===== config.mk =====
export PLATFORM = sky130hd
export DESIGN_NAME = mem_port_arbiter
export DESIGN_NICKNAME = d
export VERILOG_FILES = /design/src/rtl/mem_port_arbiter.sv
export SDC_FILE = /design/constraint.sdc
export NUM_CORES = 1
export LEC_CHECK = 0
export ABC_AREA = 1
export ABC_CLOCK_PERIOD_IN_PS = 1910
export CORE_ASPECT_RATIO = 0.7
export CORE_MARGIN = 3
export CORE_UTILIZATION = 28
export CTS_CLUSTER_SIZE = 40
export DETAILED_ROUTE_END_ITERATION = 16
export GPL_TIMING_DRIVEN = 0
export SLEW_MARGIN = 20
export SYNTH_ARGS = -nofsm -noshare
export SYNTH_HDL_FRONTEND = slang
export SYNTH_SLANG_ARGS = --single-unit

===== constraint.sdc =====
create_clock -name clk -period 1.91 [get_ports clk]
set_input_delay 0.2865 -clock clk [delete_from_list [all_inputs] [get_ports clk]]
set_output_delay 0.2865 -clock clk [all_outputs]
set_load 0.01 [all_outputs]

===== src/rtl/mem_port_arbiter.sv =====
// Arbiter/sequencer for the unified single-ported memory shared by IF and MEM.
// MEM (data) has fixed priority; registered request/ready handshake toward memory.
module mem_port_arbiter #(
   parameter int AW      = 32,
   parameter int DW      = 32,
   parameter int TIMEOUT = 16
) (
   input  logic          clk,
   input  logic          rst_n,
   input  logic          if_req,
   input  logic [AW-1:0] if_addr,
   output logic [DW-1:0] if_rdata,
   output logic          if_ack,
   input  logic          d_req,
   input  logic          d_we,
   input  logic [1:0]    d_size,
   input  logic [AW-1:0] d_addr,
   input  logic [DW-1:0] d_wdata,
   output logic [DW-1:0] d_rdata,
   output logic          d_ack,
   output logic          mem_req,
   output logic          mem_we,
   output logic [1:0]    mem_size,
   output logic [AW-1:0] mem_addr,
   output logic [DW-1:0] mem_wdata,
   input  logic [DW-1:0] mem_rdata,
   input  logic          mem_ready,
   output logic          stall_if,
   output logic          stall_mem,
   output logic          align_err,
   output logic          timeout_err
);

   localparam logic [1:0] S_IDLE  = 2'd0;
   localparam logic [1:0] S_DATA  = 2'd1;
   localparam logic [1:0] S_FETCH = 2'd2;

   localparam int            CW        = $clog2(TIMEOUT + 2);
   localparam logic [CW-1:0] TMO_LIMIT = CW'(TIMEOUT);

   logic [1:0]    state;
   logic [CW-1:0] wait_cnt;
   logic          d_pend;
   logic          if_pend;
   logic          d_misalign;
   logic          busy;
   logic          done;
   logic          tmo;
   logic          grant_d;
   logic          grant_f;
   logic          reject;

   assign stall_if  = if_req & ~if_ack;
   assign stall_mem = d_req & ~d_ack;

   // A request is still "held" during its own ack cycle; masking with the ack
   // keeps the arbiter from re-granting an already completed access.
   always_comb begin
      d_pend     = stall_mem;
      if_pend    = stall_if;
      d_misalign = ((d_size == 2'b01) && d_addr[0]) ||
                   ((d_size == 2'b10) && (d_addr[1:0] != 2'b00));
      busy       = (state == S_DATA) || (state == S_FETCH);
      done       = busy && mem_ready;
      tmo        = busy && !mem_ready && (TIMEOUT != 0) && (wait_cnt == TMO_LIMIT);
      grant_d    = d_pend && !d_misalign &&
                   ((state == S_IDLE) || ((state == S_FETCH) && done));
      grant_f    = if_pend &&
                   (((state == S_IDLE) && !d_pend) || ((state == S_DATA) && done));
      reject     = (state == S_IDLE) && d_pend && d_misalign;
   end

   always_ff @(posedge clk or negedge rst_n) begin
      if (!rst_n) begin
         state       <= S_IDLE;
         wait_cnt    <= '0;
         mem_req     <= 1'b0;
         mem_we      <= 1'b0;
         mem_size    <= '0;
         mem_addr    <= '0;
         mem_wdata   <= '0;
         if_ack      <= 1'b0;
         d_ack       <= 1'b0;
         if_rdata    <= '0;
         d_rdata     <= '0;
         align_err   <= 1'b0;
         timeout_err <= 1'b0;
      end else begin
         if_ack    <= 1'b0;
         d_ack     <= 1'b0;
         align_err <= 1'b0;

         if (grant_d) begin
            state     <= S_DATA;
            wait_cnt  <= '0;
            mem_req   <= 1'b1;
            mem_we    <= d_we;
            mem_size  <= d_size;
            mem_addr  <= d_addr;
            mem_wdata <= d_wdata;
         end else if (grant_f) begin
            state    <= S_FETCH;
            wait_cnt <= '0;
            mem_req  <= 1'b1;
            mem_we   <= 1'b0;
            mem_size <= 2'b10;
            mem_addr <= if_addr;
         end else if (done || tmo) begin
            state   <= S_IDLE;
            mem_req <= 1'b0;
         end else if (busy && (TIMEOUT != 0)) begin
            wait_cnt <= wait_cnt + 1'b1;
         end else if (!busy && (state != S_IDLE)) begin
            state <= S_IDLE;
         end

         // Completion and abort share the ack path; abort forces zero data.
         if (done || tmo) begin
            if (state == S_DATA) begin
               d_ack <= 1'b1;
               if (tmo)
                  d_rdata <= '0;
               else if (!mem_we)
                  d_rdata <= mem_rdata;
            end else begin
               if_ack   <= 1'b1;
               if_rdata <= tmo ? '0 : mem_rdata;
            end
         end

         if (tmo)
            timeout_err <= 1'b1;

         if (reject) begin
            d_ack     <= 1'b1;
            align_err <= 1'b1;
            d_rdata   <= '0;
         end
      end
   end

endmodule


# [Yosys cells after proc, flatten, opt, wreduce, memory -nomap -nowiden]
# Cells that the tools add are included.
[classes] addsub=1 bitwise=5 n_reduce_logical=36 mux=30 eq_ne=8
[op_table] cell="32-bit two-way mux" count=8
[op_table] cell="5-bit two-way mux" count=4
[op_table] cell="1-bit logical AND" count=14
[op_table] cell="2-bit two-way mux" count=7
[op_table] cell="1-bit two-way mux" count=11
[op_table] cell="2-bit nonzero test" count=5
[op_table] cell="2-bit AND reduction" count=3
[op_table] cell="3-bit nonzero test" count=2
[op_table] cell="5-bit by 1-bit adder with 5-bit output, second input constant" count=1
[op_table] cell="5-bit == test, second input constant" count=1
[op_table] cell="1-bit logical OR" count=5
[op_table] cell="2-bit by 1-bit == test with 1-bit output, second input constant" count=2
[op_table] cell="2-bit == test, second input constant" count=2
[op_table] cell="1-bit zero test" count=4
[op_table] cell="4-bit by 1-bit inequality test with 1-bit output, second input constant" count=1
[op_table] cell="4-bit nonzero test" count=1
[op_table] cell="3-bit by 1-bit inequality test with 1-bit output, second input constant" count=1
[op_table] cell="3-bit inequality test, second input constant" count=1
[op_table] cell="1-bit inverter" count=3
[op_table] cell="3-bit AND reduction" count=1
[op_table] cell="1-bit AND" count=2
[op_table] cell="2-bit zero test" count=1
[totals] output_inout_bits=138 regBits=143 word_cells=93 in_bits=136

# [Logic depth before layout (Yosys ltp)]
# Gate-level depths: netlist of the first run.
[logic_depth] depth_word=9 ltp_mapped=11 mapped_depth_nobuf=10

# [Least setup slack after synthesis of the first run]
# No wires, ideal clock.
[synth_timing] path_type="flip-flop to flip-flop" start="reg state[0]" end="reg if_rdata[18]" period_less_slack_ns=1.653 setup_ns=0.130 path_slack_ns=0.257 arrival_time_ns=1.523 required_ns=1.780 path_stages_with_launch=12 path_buffers=2 path_cell_list="dfrtp_1 > inv_1 > ha_1 > nand2_1 > inv_2 > nand3_4 > nand2_2 > nand2_1 > buf_6 > buf_6 > nand2_1 > o21ai_1"
[synth_via] elab_chain_cells=6 word_cells_on_any_way=10 cone_classes="eq/ne (2); mux (1); bitwise (1); reduce/logical (6)"
[synth_rtl] item="start, declared" line_no="41" source="logic [1:0] state;"
[synth_rtl] item="start signal, assigned" line_no="75" source="state <= S_IDLE;"
[synth_rtl] item="start signal, assigned" line_no="94" source="state <= S_DATA;"
[synth_rtl] item="start signal, assigned" line_no="102" source="state <= S_FETCH;"
[synth_rtl] item="2-bit by 1-bit == test with 1-bit output / 2-bit == test (equally long branches)" line_no="63, 119"
[synth_rtl] item="1-bit logical OR" line_no="63" source="busy = (state == S_DATA) || (state == S_FETCH);"
[synth_rtl] item="1-bit logical AND (2 in series)" line_no="65" source="tmo = busy && !mem_ready && (TIMEOUT != 0) && (wait_cnt == TMO_LIMIT);"
[synth_rtl] item="1-bit logical OR" line_no="118" source="if (done || tmo) begin"
[synth_rtl] item="2-bit AND reduction (no source line)"
[synth_rtl] item="end signal, assigned" line_no="127" source="if_rdata <= tmo ? '0 : mem_rdata;"
[synth_rtl] item="end, declared" line_no="12" source="output logic [DW-1:0] if_rdata,"
# Parallel ways exist; a longest one is shown, timed or not.
# A chain may end at the register's enable or synchronous reset.

# [Worst setup path after layout of the first run]
[layout_timing] start="reg state[1]" end="reg d_rdata[30]"
[layout_via] elab_chain_cells=8 word_cells_on_any_way=18 cone_classes="eq/ne (3); mux (4); reduce/logical (11)"
[layout_rtl] item="2-bit by 1-bit == test with 1-bit output / 2-bit == test (equally long branches)" line_no="63, 119"
[layout_rtl] item="1-bit logical OR" line_no="63"
[layout_rtl] item="1-bit logical AND (2 in series)" line_no="65"
[layout_rtl] item="32-bit two-way mux" line_no="121" source="if (tmo)"
[layout_rtl] item="32-bit two-way mux" line_no="119" source="if (state == S_DATA) begin"
[layout_rtl] item="32-bit two-way mux" line_no="118"
[layout_rtl] item="32-bit two-way mux" line_no="134" source="if (reject) begin"
[layout_rtl] item="end signal, assigned" line_no="124" source="d_rdata <= mem_rdata;"
[layout_rtl] item="end, declared" line_no="19" source="output logic [DW-1:0] d_rdata,"
# Parallel ways exist; a longest one is shown, timed or not. The select of a mux whose other input is x is not followed.

==> results of run 1 <==
-- state kept, by name (all words and copies together) (netlist names) --
register and count:
mem_addr 32, d_ack 1, state 2, mem_size 2, mem_req 1, mem_wdata 32
if_ack 1, d_rdata 32, timeout_err 1, wait_cnt 5, align_err 1, mem_we 1
if_rdata 32
-- final timing paths --
path                                        endpoint  slack, ns  cells past startpoint
setup / recovery             d_rdata[30]$_DFFE_PN0P_       0.11                     10
hold / removal               if_rdata[5]$_DFFE_PN0P_       0.32                      2
setup reg to reg             d_rdata[30]$_DFFE_PN0P_       0.11                     10
hold reg to reg            mem_wdata[26]$_DFFE_PN0P_       0.47                      2
max in group asynchronous  mem_wdata[18]$_DFFE_PN0P_       0.68                      4
min in group clk           mem_wdata[11]$_DFFE_PN0P_       0.40                      3
-- synth_stat cells, drive strengths merged --
| library cell | instances | area share |
|---|---|---|
| buf | 40 | 0.043 |
| clkbuf | 6 | 0.0035 |
| dfrtp | 143 | 0.56 |
| ha | 6 | 0.012 |
| inv | 27 | 0.016 |
| nand2 | 298 | 0.18 |
| nand3 | 142 | 0.11 |
| nand4 | 1 | 0.00098 |
| nor2 | 52 | 0.032 |
| nor3 | 1 | 0.00078 |
| o21ai | 34 | 0.040 |
| o21bai | 1 | 0.0012 |
| or2 | 1 | 0.00098 |
-- cell families (layout without fill, tap and decap cells) --
| group | after synthesis | in the layout | share of synthesized area |
|---|---|---|---|
| AO/OA/AOI/OAI | 35 | 35 | 0.04123 |
| buffers and inverters | 73 | 385 | 0.06214 |
| AND/OR/NAND/NOR | 495 | 495 | 0.3260 |
| flip-flops | 143 | 143 | 0.5589 |
| adder cells (fa/ha/maj) | 6 | 6 | 0.01173 |
-- per-stage QoR --
| step | total power, mW | cells | TNS, ns |
|---|---|---|---|
| finish | 16.15 | 1369 | 0 |
| global route | 17.32 | 1369 | -0.2488 |
| CTS | 16.25 | 1366 | 0 |
| detailed placement | 12.68 | 1332 | -13.69 |
| global placement | 12.61 | 1330 | -835.10 |
| floorplan | 8.597 | 752 | 0 |
-- report_power, final --
part	switching, mW	internal [mW]	total [mW]	leakage, nW
clock	1.43	1.99	3.41	0.275
combinational	3.73	3.84	7.57	2.81
sequential	0.772	4.40	5.17	1.79
-- metal layers --
| layer | track usage | routed length, um |
|---|---|---|
| met1 | 0.2620 | 10870 |
| met2 | 0.2509 | 9293 |
| met3 | 0.06197 | 1577 |
| met4 | 0.04952 | 244 |
| met5 | 0 | 0 |
-- repair_timing --
item / CTS / global route
pin swaps: 0 / 0
hold buffers: 1 / 0
endpoints found under the setup margin: 96 / 129
gates resized for setup: 11 / 31
endpoints found under the hold margin: 35 / 0
buffers inserted: 1 / 3
-- final cells by class --
class / count / area, um2
clock inverters: 13 / 152.6
multi-input cells: 536 / 2471
clock buffers: 19 / 442.9
inverters: 27 / 101.3
flip-flops and latches: 143 / 3578
repair buffers: 280 / 2830
fillers: 2198 / 11750
plain buffers: 46 / 360.3
well taps: 305 / 381.6
==> results.json, run 1 <==
{
  "peakVddDrop_uv": 635.1,
  "clk_path_buf_depth": 2,
  "postRouteAntennaNets": 0,
  "clkSlewWorstSetupHoldPaths_ns": 0.07,
  "critPathBufInv": 3,
  "skew_ns": 0.01515,
  "ys_ff_latch": 143,
  "min_period_over_period": 0.9436,
  "first_global_vias": 6109,
  "worst_slack_ns": 0.1077,
  "start_kind": "flop",
  "slowest_delay_ns": 0.41,
  "grt_max_degree": 57,
  "status": "completed",
  "clk_latency_ns": 0.42,
  "ys_seq_area_frac": 0.5589,
  "globalplace.congestion": 0.7920,
  "cts.htree.levels": 4,
  "die_area_mm2": 0.02475,
  "path_max_fanout": 10,
  "p_per_area_mw_per_mm2": 1565,
  "crit_chain": "inv_2, ha_4, nand2_1, inv_2, nand3_4, nand2_2, nand3_2, buf_4, nand3_1, nand2_1",
  "antenna_found_initial": 0,
  "ctsRootBufferMaster": "clkbuf_16",
  "layout-drive-gt1-share": 0.1175,
  "numPortBuffers": 273,
  "yosys_warnings": 0,
  "final_core_utilization": 0.4675,
  "max_freq_mhz": 554.9,
  "p_leak_nw": 4.877,
  "hold_path.class": "in -> async",
  "grt_pass1_wl_um": 35360,
  "crit_family": "simple AND/OR/NAND/NOR gates",
  "fin_crit_ns": 1.802,
  "die_y_um": 132.5,
  "grt_setup_unrepaired": "yes",
  "setup_viol": 0,
  "crit_arrival_ns": 2.11,
  "clkSinkCount": 143,
  "slew_viol_final": 0,
  "syn_to_final_growth_pct": 61.17,
  "drc": 0,
  "synthCells": 752,
  "wire_per_inst_um": 16.06,
  "grt-ovfl-total": 0,
  "holdWs_ns": 0.3160,
  "path_class": "reg -> reg",
  "first_iter_violations": 290,
  "cts_tree": "yes",
  "num-nets-final": 1193,
  "worst_pin_slew_ns": 0.5234,
  "r2r_start": "state[1]$_DFFE_PN0P_",
  "firstDrtPassIters": 5,
  "grt_usage": 0.1794,
  "die_w_um": 186.7,
  "initial_core_util": 0.2901,
  "synth_cell_types": 23,
  "syn_nets": 894,
  "required_ns": 2.22,
  "mostFrequentLayoutCell": "nand2_1",
  "diodes": 0,
  "routed-via-count": 6105,
  "hold_viol": 0,
  "layout_common_cells": "nand2_1 (293), clkdlybuf4s50_1 (270), dfrtp_1 (143)",
  "ios": 274,
  "place_ws_ns": -0.3935,
  "startpoint": "state[1]$_DFFE_PN0P_",
  "relSlewSlack": 0.6510,
  "netlist_area_mm2": 0.006402,
  "place_area_mm2": 0.009577,
  "cts_made_buffers": 17,
  "crit_path_end_kind": "flop",
  "rows": 45,
  "syn_area_per_cell_um2": 8.514,
  "core_mm2": 0.02207,
  "fin_area_mm2": 0.01032,
  "vias_per_cell": 4.459,
  "drt_wl_total_um": 21980,
  "cap_violations": 0,
  "dpl.hpwl_um": 16500,
  "slowest_stage": "dfrtp_1"
}
No activity file was read; power rests on OpenSTA's default activity.
==> inputs of run 2 (changes only) <==
Settings changed: RECOVER_POWER set to 100.
==> results.json, run 2 (synthesized netlist as in run 1, its figures left out) <==
{
  "die_area_mm2": 0.02475,
  "r2r_start": "state[1]$_DFFE_PN0P_",
  "r2r-end": "d_rdata[22]$_DFFE_PN0P_",
  "min-delay-start": "d_wdata[20]",
  "layout_common_cells": "nand2_1 (293), clkdlybuf4s50_1 (270), dfrtp_1 (143)",
  "ios": 274,
  "grt-ovfl-total": 0,
  "die_y_um": 132.5,
  "cts_made_buffers": 17,
  "first_iter_violations": 295,
  "first_global_vias": 6109,
  "hold_viol": 0,
  "ff2ff_path_depth": 10,
  "core_mm2": 0.02207,
  "grt_pass1_wl_um": 35360,
  "clk_latency_ns": 0.42,
  "hold_path_depth": 3,
  "start_kind": "flop",
  "critPathBufInv": 3,
  "crit_arrival_ns": 2.10,
  "p_leak_nw": 4.874,
  "initial_core_util": 0.2901,
  "antenna_found_initial": 0,
  "dpl.hpwl_um": 16500,
  "hold_path.class": "in -> reg",
  "grt_max_degree": 57,
  "clkSlewWorstSetupHoldPaths_ns": 0.07,
  "min_period_over_period": 0.9379,
  "crit_family": "simple AND/OR/NAND/NOR gates",
  "grt_setup_unrepaired": "yes",
  "cts_tree": "yes",
  "relSlewSlack": 0.3503,
  "die_w_um": 186.7,
  "rrSetupSlack_ns": 0.12,
  "clkSinkCount": 143,
  "slowest_delay_ns": 0.41,
  "diodes": 0,
  "wire_per_inst_um": 16.05,
  "status": "completed",
  "fin_area_mm2": 0.01031,
  "path_class": "reg -> reg",
  "vias_per_cell": 4.459,
  "crit_path_end_kind": "flop",
  "min_to": "mem_wdata[20]$_DFFE_PN0P_",
  "cap_violations": 0,
  "slew_viol_final": 0,
  "crit_chain": "inv_2, ha_4, nand2_1, inv_2, nand3_4, nand2_2, nand3_2, buf_4, nand3_1, nand2_1",
  "ctsRootBufferMaster": "clkbuf_16",
  "mostFrequentLayoutCell": "nand2_1",
  "rows": 45,
  "firstDrtPassIters": 5,
  "syn_to_final_growth_pct": 61.01,
  "drc": 0,
  "holdWs_ns": 0.3966,
  "setup_viol": 0,
  "layout-drive-gt1-share": 0.1175,
  "drt_wl_total_um": 21980,
  "power.total_mw": 16.15,
  "required_ns": 2.22,
  "skew_ns": 0.01506,
  "fin_crit_ns": 1.791,
  "peakVddDrop_uv": 634.8,
  "max_freq_mhz": 558.2,
  "cts.htree.levels": 4,
  "num-nets-final": 1193,
  "p_per_area_mw_per_mm2": 1567,
  "postRouteAntennaNets": 0,
  "fillers": 2199,
  "numPortBuffers": 273,
  "worst_pin_slew_ns": 0.9745,
  "path_max_fanout": 10,
  "slowest_stage": "dfrtp_1",
  "clk_path_buf_depth": 2,
  "grt_usage": 0.1794,
  "fin_tns_setup_ns": 0,
  "globalplace.congestion": 0.7920,
  "routed-via-count": 6104,
  "place_area_mm2": 0.009577
}
run 2: report_power, final:
part           internal (mW)  total, mW  switching, mW
registers               4.40       5.17          0.777
logic                   3.83       7.56           3.73
clock network           1.99       3.41           1.42
total                   10.2       16.1           5.93
run 2: worst max path at each step:
stage | depth (start not counted) | endpoint | slack, ns | startpoint
finish | 10 | d_rdata[22]$_DFFE_PN0P_ | 0.12 | state[1]$_DFFE_PN0P_
global route | 10 | d_rdata[21]$_DFFE_PN0P_ | -0.03 | state[1]$_DFFE_PN0P_
CTS | 9 | mem_wdata[13]$_DFFE_PN0P_ | 0.05 | state[1]$_DFFE_PN0P_
detailed placement | 8 | mem_addr[10]$_DFFE_PN0P_ | -0.39 | if_req
global placement | 1 | mem_wdata[5]$_DFFE_PN0P_ | -5.77 | rst_n
floorplan | 11 | if_rdata[18]$_DFFE_PN0P_ | 0.26 | state[0]$_DFFE_PN0P_
run 2: area by class of cell:
type | count | area, um2 | share of cell area
sequential | 143 | 3578 | 0.3471
buffer | 46 | 360.3 | 0.03496
clock inverter | 13 | 152.6 | 0.01481
clock buffer | 19 | 442.9 | 0.04297
tap | 305 | 381.6 | 0.03702
timing repair buffer | 280 | 2820 | 0.2736
inverter | 27 | 101.3 | 0.009831
multi-input combinational | 536 | 2471 | 0.2397
run 2: per-layer routing:
layer  track usage  wire length (um)  vias to the layer above
met5             0                 0                        -
met4       0.04952               244                        0
met3       0.06197              1588                       14
met2        0.2509              9331                      187
met1        0.2620             10810                     2896
li1              -                 -                     3007
run 2: metrics by stage:
stage	std cells	setup slack [ns]	util
after CTS	1366	0.04606	0.4630
after global routing	1369	-0.03017	0.4671
after global placement	1330	-5.767	0.4312
final	1369	0.1187	0.4671
after floorplan	752	0.2572	-
after detailed placement	1332	-0.3935	0.4339
run 2: repair_timing:
item / 4_1_cts / 5_1_grt
resized for setup: 11 / 31
endpoints found under the hold margin: 35 / 0
setup buffers: 1 / 3
setup endpoints to repair: 96 / 129
hold buffers: 1 / 0
run 2: worst min-delay path: stages:
cell             delay (ns)
clkdlybuf4s50_1        0.39
nand2_1                0.06
nand2_1                0.04
